==> config.mk <==
export PLATFORM = sky130hd
export DESIGN_NAME = ram_arbiter
export DESIGN_NICKNAME = d
export VERILOG_FILES = /design/src/rtl/ram_arbiter_pkg.sv /design/src/rtl/ram_arbiter_sat_cnt.sv /design/src/rtl/ram_arbiter.sv
export SDC_FILE = /design/constraint.sdc
export NUM_CORES = 1
export LEC_CHECK = 0
export CAP_MARGIN = 20
export CORE_AREA = 3 3 119 121
export CTS_CLUSTER_SIZE = 10
export DETAILED_ROUTE_END_ITERATION = 8
export DIE_AREA = 0 0 122 124
export GPL_TIMING_DRIVEN = 0
export PLACE_DENSITY = 0.54
export RECOVER_POWER = 25
export SETUP_SLACK_MARGIN = 0.2
export SLEW_MARGIN = 20
export SYNTH_ARGS = -nofsm -noshare
export SYNTH_HDL_FRONTEND = slang
export SYNTH_SLANG_ARGS = --single-unit
export TNS_END_PERCENT = 10
==> constraint.sdc <==
create_clock -name clk -period 2.2 [get_ports clk]
set_input_delay 0.44 -clock clk [delete_from_list [all_inputs] [get_ports clk]]
set_output_delay 0.44 -clock clk [all_outputs]
set_load 0.02 [all_outputs]
==> src/rtl/ram_arbiter_pkg.sv <==
// ---------------------------------------------------------------------------
// ram_arbiter_pkg
// Shared types and widths for the data-RAM arbiter.
//   DataWidth / INS_ADDR_BUS : default data and address widths of the SOPC.
//   arb_state_e              : arbiter FSM states (S_CPU default, S_DMA burst).
//   arb_owner_e              : per-cycle RAM owner (NONE / CPU / DMA).
// ---------------------------------------------------------------------------
package ram_arbiter_pkg;

  localparam int DataWidth    = 32;
  localparam int INS_ADDR_BUS = 32;

  typedef enum logic {
    S_CPU = 1'b0,
    S_DMA = 1'b1
  } arb_state_e;

  typedef enum logic [1:0] {
    OWN_NONE = 2'd0,
    OWN_CPU  = 2'd1,
    OWN_DMA  = 2'd2
  } arb_owner_e;

endpackage

==> src/rtl/ram_arbiter_sat_cnt.sv <==
// ---------------------------------------------------------------------------
// arb_sat_cnt
// 32-bit event counter that sticks at all-ones instead of wrapping.
// Ports:
//   clk   : clock, rising edge
//   rst_n : asynchronous active-low reset, clears the count
//   en    : count this cycle
//   cnt   : current count
// ---------------------------------------------------------------------------
module arb_sat_cnt (
  input  logic        clk,
  input  logic        rst_n,
  input  logic        en,
  output logic [31:0] cnt
);

  always_ff @(posedge clk or negedge rst_n) begin
    if (!rst_n) begin
      cnt <= '0;
    end else if (en && (cnt != 32'hFFFF_FFFF)) begin
      cnt <= cnt + 32'd1;
    end
  end

endmodule

==> src/rtl/ram_arbiter.sv <==
// ---------------------------------------------------------------------------
// ram_arbiter
// Shares the single-port data RAM between the CPU data port (master 0,
// default priority) and a DMA/loader port (master 1, req/gnt handshake).
// A wait counter forces a bounded DMA burst after MAX_WAIT contended cycles,
// and a burst counter returns the RAM to the CPU after MAX_BURST beats.
//
// Optional feature macro: ARB_PERF_CNT_EN
//   adds stall_cycles / dma_beats saturating performance counters.
//
// Ports:
//   clk, rst_n                : clock, asynchronous active-low reset
//   m0_ram_en .. m0_wdata     : CPU request (enable, write, lanes, addr, data)
//   m0_rdata, cpu_stall       : CPU read data, pipeline hold
//   m1_req .. m1_wdata        : DMA request (req, write, lanes, addr, data)
//   m1_gnt, m1_rdata          : DMA beat accepted, DMA read data
//   ram_en .. data_to_ram     : RAM command
//   data_from_ram             : RAM read data (combinational)
//   stall_cycles, dma_beats   : perf counters (ARB_PERF_CNT_EN only)
// ---------------------------------------------------------------------------
module ram_arbiter
  import ram_arbiter_pkg::*;
#(
  parameter int DW        = DataWidth,
  parameter int AW        = INS_ADDR_BUS,
  parameter int MAX_WAIT  = 8,
  parameter int MAX_BURST = 4
) (
  input  logic          clk,
  input  logic          rst_n,
  input  logic          m0_ram_en,
  input  logic          m0_wr_en,
  input  logic [3:0]    m0_bits_sel,
  input  logic [AW-1:0] m0_addr,
  input  logic [DW-1:0] m0_wdata,
  output logic [DW-1:0] m0_rdata,
  output logic          cpu_stall,
  input  logic          m1_req,
  input  logic          m1_wr_en,
  input  logic [3:0]    m1_bits_sel,
  input  logic [AW-1:0] m1_addr,
  input  logic [DW-1:0] m1_wdata,
  output logic          m1_gnt,
  output logic [DW-1:0] m1_rdata,
  output logic          ram_en,
  output logic          wr_en,
  output logic [3:0]    Bits_Sel,
  output logic [AW-1:0] ram_addr_o,
  output logic [DW-1:0] data_to_ram,
  input  logic [DW-1:0] data_from_ram
`ifdef ARB_PERF_CNT_EN
  ,
  output logic [31:0]   stall_cycles,
  output logic [31:0]   dma_beats
`endif
);

  localparam int WCW = $clog2(MAX_WAIT) + 1;
  localparam int BCW = $clog2(MAX_BURST) + 1;
  localparam logic [WCW-1:0] WAIT_LAST  = WCW'(MAX_WAIT - 1);
  localparam logic [BCW-1:0] BURST_LAST = BCW'(MAX_BURST - 1);

  arb_state_e     st, st_nxt;
  arb_owner_e     owner;
  logic [WCW-1:0] wait_cnt, wait_nxt;
  logic [BCW-1:0] burst_cnt, burst_nxt;

  // Owner is decided in the same cycle as the request. Holding reset forces
  // NONE so every output is zero regardless of what the masters drive.
  always_comb begin
    owner = OWN_NONE;
    if (rst_n) begin
      if (st == S_DMA) begin
        if (m1_req)         owner = OWN_DMA;
        else if (m0_ram_en) owner = OWN_CPU;
      end else begin
        if (m0_ram_en)      owner = OWN_CPU;
        else if (m1_req)    owner = OWN_DMA;
      end
    end
  end

  always_comb begin
    ram_en      = 1'b0;
    wr_en       = 1'b0;
    Bits_Sel    = '0;
    ram_addr_o  = '0;
    data_to_ram = '0;
    m0_rdata    = '0;
    m1_rdata    = '0;
    cpu_stall   = 1'b0;
    m1_gnt      = 1'b0;
    case (owner)
      OWN_CPU: begin
        ram_en      = 1'b1;
        wr_en       = m0_wr_en;
        Bits_Sel    = m0_bits_sel;
        ram_addr_o  = m0_addr;
        data_to_ram = m0_wdata;
        m0_rdata    = data_from_ram;
      end
      OWN_DMA: begin
        ram_en      = 1'b1;
        wr_en       = m1_wr_en;
        Bits_Sel    = m1_bits_sel;
        ram_addr_o  = m1_addr;
        data_to_ram = m1_wdata;
        m1_rdata    = data_from_ram;
        m1_gnt      = 1'b1;
        // The CPU only needs to be held if it actually wanted the RAM.
        cpu_stall   = m0_ram_en;
      end
      default: ;
    endcase
  end

  always_comb begin
    st_nxt    = st;
    wait_nxt  = wait_cnt;
    burst_nxt = burst_cnt;
    case (st)
      S_CPU: begin
        burst_nxt = '0;
        if (m1_req && m0_ram_en) begin
          // Contended cycle: the DMA loses, but only MAX_WAIT times in a row.
          if (wait_cnt == WAIT_LAST) begin
            st_nxt   = S_DMA;
            wait_nxt = '0;
          end else begin
            wait_nxt = wait_cnt + WCW'(1);
          end
        end else begin
          wait_nxt = '0;
        end
      end
      S_DMA: begin
        wait_nxt = '0;
        if (!m1_req || (burst_cnt == BURST_LAST)) begin
          st_nxt    = S_CPU;
          burst_nxt = '0;
        end else begin
          burst_nxt = burst_cnt + BCW'(1);
        end
      end
      default: begin
        st_nxt    = S_CPU;
        wait_nxt  = '0;
        burst_nxt = '0;
      end
    endcase
  end

  always_ff @(posedge clk or negedge rst_n) begin
    if (!rst_n) begin
      st        <= S_CPU;
      wait_cnt  <= '0;
      burst_cnt <= '0;
    end else begin
      st        <= st_nxt;
      wait_cnt  <= wait_nxt;
      burst_cnt <= burst_nxt;
    end
  end

`ifdef ARB_PERF_CNT_EN
  arb_sat_cnt u_stall_cnt (
    .clk   (clk),
    .rst_n (rst_n),
    .en    (cpu_stall),
    .cnt   (stall_cycles)
  );

  arb_sat_cnt u_beat_cnt (
    .clk   (clk),
    .rst_n (rst_n),
    .en    (m1_gnt),
    .cnt   (dma_beats)
  );
`endif

endmodule

# Word-level counts from Yosys, hierarchy flattened
# Index checks and enable logic that the tools add are counted.
[classes] n_div=0 mux=24 addsub=2 mul=0 reduce_logical=4 n_shift=0 eq_ne=4 n_bitwise=1 order_cmp=0
[ops] op="case mux 32 bit (2 select lines)" count=2
[ops] op="2-to-1 mux 32 bit" count=2
[ops] op="case mux 4 bit (2 select lines)" count=2
[ops] op="2-to-1 mux 2 bit" count=5
[ops] op="2-to-1 mux 4 bit" count=2
[ops] op="2-to-1 mux 1 bit" count=7
[ops] op="case mux 3 bit (2 select lines)" count=1
[ops] op="adder 4 x 1 -> 4 bit, second input constant" count=1
[ops] op="equality test 4 x 3 -> 1 bit, second input constant" count=1
[ops] op="case mux 1 bit (2 select lines)" count=2
[ops] op="adder 3 x 1 -> 3 bit, second input constant" count=1
[ops] op="equality test 3 x 2 -> 1 bit, second input constant" count=1
[ops] op="2-to-1 mux 3 bit" count=1
[ops] op="equality test 2 x 1 -> 1 bit, second input constant" count=1
[ops] op="equality test 2 bit, second input constant" count=1
[ops] op="OR reduction 2 bit" count=1
[ops] op="logical AND 1 bit" count=1
[ops] op="zero test 1 bit" count=1
[ops] op="logical OR 1 bit" count=1
[ops] op="inverter 1 bit" count=1
[word_totals] latch_bits=0 out_inout_bits=136 reg_bits=8 rom_bits=0 memories=0 mem_bits_rw=0 inputBits=174 word_cells=38

# Logic depth before layout (Yosys ltp)
# Gate-level depths: netlist of the first run.
[depth] depth_word=7 ltp_mapped=9 mapped_depth_nobuf=6

# Worst setup path after synthesis of the first run
# No wires, ideal clock.
[synth_path] path_kind="input port to output port" from="input port m1_req" to="output port data_to_ram[21]" arrival_ns=1.839 n_path_buf=3 path_stages=9 required_ns=1.760 setup_slack_ns=-0.079 path_cell_list="nand2_1 -> and3_1 -> inv_1 -> ha_1 -> buf_6 -> buf_6 -> buf_6 -> a22oi_2 -> nor2_1"
[synth_via] elab_chain_cells=6 word_cells_on_any_way=8 cone_classes="2 x eq/ne; 6 x mux"
[synth_lines] element="from (decl)" line_no="ram_arbiter.sv:38" rtl="input logic m1_req,"
[synth_lines] element="2-to-1 mux 2 bit" line_no="ram_arbiter.sv:78" rtl="else if (m1_req) owner = OWN_DMA;"
[synth_lines] element="2-to-1 mux 2 bit" line_no="ram_arbiter.sv:77" rtl="if (m0_ram_en) owner = OWN_CPU;"
[synth_lines] element="2-to-1 mux 2 bit *" line_no="ram_arbiter.sv:73" rtl="if (st == S_DMA) begin"
[synth_lines] element="2-to-1 mux 2 bit *" line_no="ram_arbiter.sv:72" rtl="if (rst_n) begin"
[synth_lines] element="equality test 2 bit or equality test 2 x 1 -> 1 bit (tied branches)" line_no="ram_arbiter.sv:93" rtl="case (owner)"
[synth_lines] element="case mux 32 bit (2 select lines) *" line_no="ram_arbiter.sv:93"
[synth_lines] element="to (decl)" line_no="ram_arbiter.sv:49" rtl="output logic [DW-1:0] data_to_ram,"
# Every way passes the cells marked *; elsewhere a longest branch is shown, timed or not.

# Final worst setup path of the first run
[layout_path] from="register st" to="output port data_to_ram[21]"
[layout_via] elab_chain_cells=4 word_cells_on_any_way=5 cone_classes="2 x eq/ne; 3 x mux"
[layout_lines] element="from (decl)" line_no="ram_arbiter.sv:63" rtl="arb_state_e st, st_nxt;"
[layout_lines] element="from (signal assigned)" line_no="ram_arbiter.sv:159" rtl="st <= st_nxt;"
[layout_lines] element="2-to-1 mux 2 bit *" line_no="ram_arbiter.sv:73"
[layout_lines] element="2-to-1 mux 2 bit *" line_no="ram_arbiter.sv:72"
[layout_lines] element="equality test 2 bit or equality test 2 x 1 -> 1 bit (tied branches)" line_no="ram_arbiter.sv:93"
[layout_lines] element="case mux 32 bit (2 select lines) *" line_no="ram_arbiter.sv:93"
# Marks and branches as above.

==> results.sh, run 1 <==
export IMPL_synth_area_um2=1810
export IMPL_tritoncts="done"
export IMPL_cts_root_buffer_cell="clkbuf_16"
export IMPL_grt_use_total=0.163
export IMPL_critPathCaptureType="primary output"
export IMPL_gp_congestion=0.856
export IMPL_ys_warn_count=0
export IMPL_grt_pass1_vias=3288
export IMPL_leakage_uw=0.00241
export IMPL_drive_gt1_frac=0.551
export IMPL_worstPathRequired_ns=1.76
export IMPL_antenna_found_initial=0
export IMPL_critPathKind="flop to primary output"
export IMPL_area_delta_synth_final_pct=227
export IMPL_rsz0062_at_grt="yes"
export IMPL_max_freq_ghz=0.424
export IMPL_routedWlPerCell_um=17.8
export IMPL_arrival_ns=1.92
export IMPL_cts_buffers=3
export IMPL_failed_checks="negative setup slack"
export IMPL_finalPower_uw=1480
export IMPL_ys_async_sr_fraction=1.00
export IMPL_min_period_ns=2.36
export IMPL_synth_edf_count=0
export IMPL_synthFlopType="dfrtp_1"
export IMPL_antenna_cells=0
export IMPL_seq_area_frac_synth=0.111
export IMPL_final_setup_skew_ns=0.00184
export IMPL_clk_latency_ns=0.23
export IMPL_whs_ns=0.0649
export IMPL_cts_htree_levels=1
export IMPL_cts_buffer_depth=2
export IMPL_drcViolationCount=0
export IMPL_initial_utilization=0.137
export IMPL_hpwl_um=11000
export IMPL_avgSynthCellArea_um2=6.63
export IMPL_worstSetupStartpointType="flop"
export IMPL_coreArea_um2=13200
export IMPL_std_cell_rows=42
export IMPL_dieArea_um2=15100
export IMPL_synth_top_area_share=0.245
export IMPL_drt_first_iter_violations=68
export IMPL_cts_sinks=8
export IMPL_grt_pass1_wl_um=19300
export IMPL_nets=777
export IMPL_io_buffers=309
export IMPL_tightest_slew_ns=0.220
export IMPL_first_pass_iters=4
export IMPL_ioPinCount=310
export IMPL_avgViaCountPerCell=4.25
export IMPL_hp_class="input pin to asynchronous set/reset pin"
export IMPL_dieHeight_um=124
export IMPL_synth_cell_type_count=21
export IMPL_drv_slew=0
export IMPL_finalSetupViolCount=72
export IMPL_clkTransAtPathRegs_ns=0.04
export IMPL_relSlewSlack=0.853
export IMPL_yosysTopAreaCell="a22oi_1"
export IMPL_syn_inst=273
export IMPL_via_count=3278
export IMPL_grt_max_degree=11
export IMPL_drtAntennaViolNets=0
export IMPL_synth_nets=453
export IMPL_cp_max_fo=7
export IMPL_min_period_over_period=1.07
export IMPL_synthTopCellsByArea="a22oi_1 (24%), and2_1 (23%), nor2_1 (15%)"
export IMPL_maxCapViolations=0
export IMPL_grt_overflow_total=0
export IMPL_hold_violations=0
export IMPL_die_w_um=122
export IMPL_ir_worst_vdd_v=0.000318
export IMPL_ys_seq_elements=8
export IMPL_routed_wl_um=13700
export IMPL_p_per_area_nw_per_um2=250
export IMPL_outcome="finished with violations"
export IMPL_setup_ws_ns=-0.160
export IMPL_r2r_slack_ns=1.01
export IMPL_ctsHoldBuffers=0
routing by layer:
layer  global-route usage  routed length [um]  vias to the layer above
met1                0.186                5070                     1552
met5                    0                   0                        -
met4               0.0280                 191                        0
met3               0.0218                 680                       16
li1                     -                   -                     1592
met2                0.324                7760                      118
critical path, stage by stage (launching register included):
cell,delay (ns)
dfrtp_1,0.41
nand2b_4,0.17
nand3_4,0.09
inv_4,0.05
ha_4,0.16
buf_12,0.15
buf_12,0.14
buf_12,0.13
a22oi_2,0.22
nor2_4,0.04
buf_6,0.13
power breakdown:
| group | switching [uW] | internal, uW | leakage [uW] | total [uW] |
|---|---|---|---|---|
| registers | 1.32 | 150 | 0.000111 | 151 |
| clock network | 67.2 | 234 | 0.0000370 | 301 |
| logic | 451 | 576 | 0.00227 | 1030 |
| total | 520 | 960 | 0.00241 | 1480 |
cell type report:
type | count | area [um2]
fillers | 1336 | 7270
plain buffers | 30 | 462
well taps | 176 | 220
inverters | 5 | 23.8
flip-flops and latches | 8 | 200
multi-input cells | 230 | 2000
repair buffers | 319 | 2940
clock buffers | 3 | 75.1
metrics by stage:
stage	setup WS, ns	TNS, ns	util	cells	cell area [um2]
2_1_floorplan	0.190	0	-	273	2060
3_3_place_gp	-1.34	-152.56	0.407	758	5370
3_5_place_dp	-1.37	-154.21	0.407	758	5370
4_1_cts	-0.198	-15.33	0.456	768	6020
5_1_grt	-0.228	-9.02	0.449	771	5920
6_report	-0.160	-3.72	0.449	771	5920
final timing paths:
check | start | endpoint | depth (start not counted)
max in group asynchronous | rst_n | wait_cnt[3] | 1
min in group clk | burst_cnt[0] | burst_cnt[0] | 1
worst min register to register | burst_cnt[0] | burst_cnt[0] | 1
worst min-delay path | rst_n | burst_cnt[2] | 1
worst max register to register | st | st | 4
worst max-delay path | st | data_to_ram[21] | 10
placed cells by master (no fill, tap or decap), types with 9 or more instances in the layout:
cell             instances
buf_4                   55
nor2_1                  13
and2_1                  56
buf_8                   18
nor2_4                  10
clkdlybuf4s50_1        170
buf_2                   44
buf_6                   45
and2_4                   9
a22oi_2                 68
nor2_2                  50
cell usage after synthesis, types with 3 or more instances:
cell type	instances
nor2_1	73
and2_1	66
a22oi_1	59
buf_2	14
a22oi_2	10
clkbuf_1	10
dfrtp_1	8
ha_1	6
inv_1	5
buf_4	3
buf_6	3
nand2_1	3
nor3_1	3
kinds of logic (layout without fill, tap and decap cells):
family	count (synthesis)	count (layout)	share of synthesized area
simple gates	152	152	0.418
compound gates	70	70	0.319
buf+inv	35	357	0.101
flops	8	8	0.111
fa+ha+maj	6	6	0.0415
xor+xnor	1	1	0.00484
mux	1	1	0.00553
state kept, by name, summed over array words and instances (netlist names):
register   count
burst_cnt      3
wait_cnt       4
st             1
timing repair:
| action | CTS | global route |
|---|---|---|
| cloned | 2 | 0 |
| resized for setup | 600 | 237 |
| setup endpoints to repair | 136 | 135 |
| pin swaps | 14 | 22 |
| buffers inserted | 5 | 3 |
No activity file was read; power rests on OpenSTA's default activity.
==> inputs of run 2 (changes only) <==
--- a/config.mk
+++ b/config.mk
@@ -13,6 +13,7 @@
 export GPL_TIMING_DRIVEN = 0
 export PLACE_DENSITY = 0.54
 export RECOVER_POWER = 25
+export REMOVE_ABC_BUFFERS = 1
 export SETUP_SLACK_MARGIN = 0.2
 export SLEW_MARGIN = 20
 export SYNTH_ARGS = -nofsm -noshare
==> results.sh, run 2 (synthesis gave the netlist of run 1 again) <==
export IMPL_placed_area_um2=5030
export IMPL_design_area_um2=5400
export IMPL_endpoint="data_to_ram[27]"
export IMPL_fill_cells=1376
export IMPL_cts_htree_levels=1
export IMPL_hp_class="input pin to asynchronous set/reset pin"
export IMPL_std_cell_rows=42
export IMPL_r2r_end="st"
export IMPL_hold_violations=0
export IMPL_ctsHoldBuffers=0
export IMPL_utilization=0.409
export IMPL_final_common_cell="clkdlybuf4s50_1"
export IMPL_failed_checks="negative setup slack"
export IMPL_min_period_ns=2.31
export IMPL_dieHeight_um=124
export IMPL_post_place_ws_ns=-1.54
export IMPL_initial_utilization=0.137
export IMPL_worstPathRequired_ns=1.76
export IMPL_finalSetupViolCount=68
export IMPL_drt_first_iter_violations=172
export IMPL_setup_ws_ns=-0.108
export IMPL_cts_root_buffer_cell="clkbuf_16"
export IMPL_grt_pass1_wl_um=19100
export IMPL_avgViaCountPerCell=4.20
export IMPL_outcome="finished with violations"
export IMPL_drcViolationCount=0
export IMPL_maxCapViolations=0
export IMPL_cts_buffers=3
export IMPL_min_period_over_period=1.05
export IMPL_cp_max_fo=11
export IMPL_r2r_slack_ns=1.06
export IMPL_cp_startpoint="st"
export IMPL_gp_congestion=0.811
export IMPL_routedWlPerCell_um=17.8
export IMPL_antenna_cells=0
export IMPL_r2r_cells=4
export IMPL_drtAntennaViolNets=0
export IMPL_clkTransAtPathRegs_ns=0.03
export IMPL_largest_reg_flops=4
export IMPL_io_buffers=309
export IMPL_setup_tns_ns=-4.13
export IMPL_first_pass_iters=4
export IMPL_ioPinCount=310
export IMPL_antenna_found_initial=0
export IMPL_grt_use_total=0.160
export IMPL_die_w_um=122
export IMPL_grt_max_degree=38
export IMPL_grt_overflow_total=0
export IMPL_coreArea_um2=13200
export IMPL_p_per_area_nw_per_um2=251
export IMPL_cts_sinks=8
export IMPL_tritoncts="done"
export IMPL_nets=763
export IMPL_critPathCaptureType="primary output"
export IMPL_area_delta_synth_final_pct=198
export IMPL_leakage_uw=0.00229
export IMPL_clk_latency_ns=0.23
export IMPL_ir_worst_vdd_v=0.000422
export IMPL_routed_wl_um=13500
export IMPL_max_freq_ghz=0.433
export IMPL_final_setup_skew_ns=0.000757
export IMPL_hpwl_um=9460
export IMPL_critPathKind="flop to primary output"
export IMPL_grt_pass1_vias=3228
export IMPL_via_count=3181
export IMPL_drive_gt1_frac=0.392
export IMPL_dieArea_um2=15100
export IMPL_finalPower_uw=1360
export IMPL_layout_common_cells="clkdlybuf4s50_1 (170), buf_4 (75), nor2_1 (72)"
export IMPL_rsz0062_at_grt="yes"
export IMPL_worstSetupStartpointType="flop"
export IMPL_top_regs="wait_cnt: 4 flops, burst_cnt: 3 flops, st: 1 flops"
export IMPL_drv_slew=0
export IMPL_arrival_ns=1.87
export IMPL_cts_buffer_depth=2
export IMPL_largest_register="wait_cnt"
export IMPL_relSlewSlack=0.840
export IMPL_tightest_slew_ns=0.241
export IMPL_r2r_start="burst_cnt[0]"
-- run 2: cell type report --
class | instances | area (um2) | share of cell area
timing repair buffer | 335 | 3210 | 0.596
multi-input combinational | 230 | 1660 | 0.308
tap | 176 | 220 | 0.0408
sequential | 8 | 200 | 0.0371
clock buffer | 3 | 75.1 | 0.0139
inverter | 5 | 21.3 | 0.00394
-- run 2: metrics by stage --
step / hold WS, ns / cells
floorplan: 0.144 / 243
global placement: 0.425 / 728
detailed placement: 0.434 / 730
CTS: 0.0310 / 754
global route: 0.0368 / 757
finish: 0.0334 / 757
-- run 2: worst min-delay path by stage --
stage                             from            to  cells after the start
after floorplan                  rst_n  burst_cnt[0]                      0
after global placement    burst_cnt[0]  burst_cnt[0]                      1
after detailed placement  burst_cnt[0]  burst_cnt[0]                      1
after CTS                        rst_n  burst_cnt[0]                      1
after global routing             rst_n  burst_cnt[1]                      1
final                            rst_n  burst_cnt[1]                      1
-- run 2: report_power, final --
group / internal, uW / switching [uW] / leakage, uW
Sequential: 150 / 1.27 / 0.000111
Clock: 233 / 62.7 / 0.0000370
Combinational: 520 / 388 / 0.00215
Total: 903 / 452 / 0.00229
-- run 2: what timing repair did --
item	4_1_cts	5_1_grt
pin swaps	10	11
buffers inserted	17	2
setup endpoints to repair	136	136
gates resized for setup	600	119
cloned	4	1
-- run 2: worst max-delay path, stage by stage, from the launching register on --
cell     delay (ns)
dfrtp_1        0.40
nand2_2        0.08
and3_4         0.22
inv_4          0.04
ha_4           0.19
buf_12         0.13
buf_16         0.15
a22oi_2        0.20
nor2_1         0.07
buf_4          0.16
-- run 2: routing by layer --
metal / vias up / share of wire / track usage
met4: 0 / 0.0059 / 0.0182
met2: 99 / 0.58 / 0.313
met5: - / 0 / 0
met1: 1511 / 0.36 / 0.192
met3: 6 / 0.054 / 0.0177
li1: 1565 / - / -
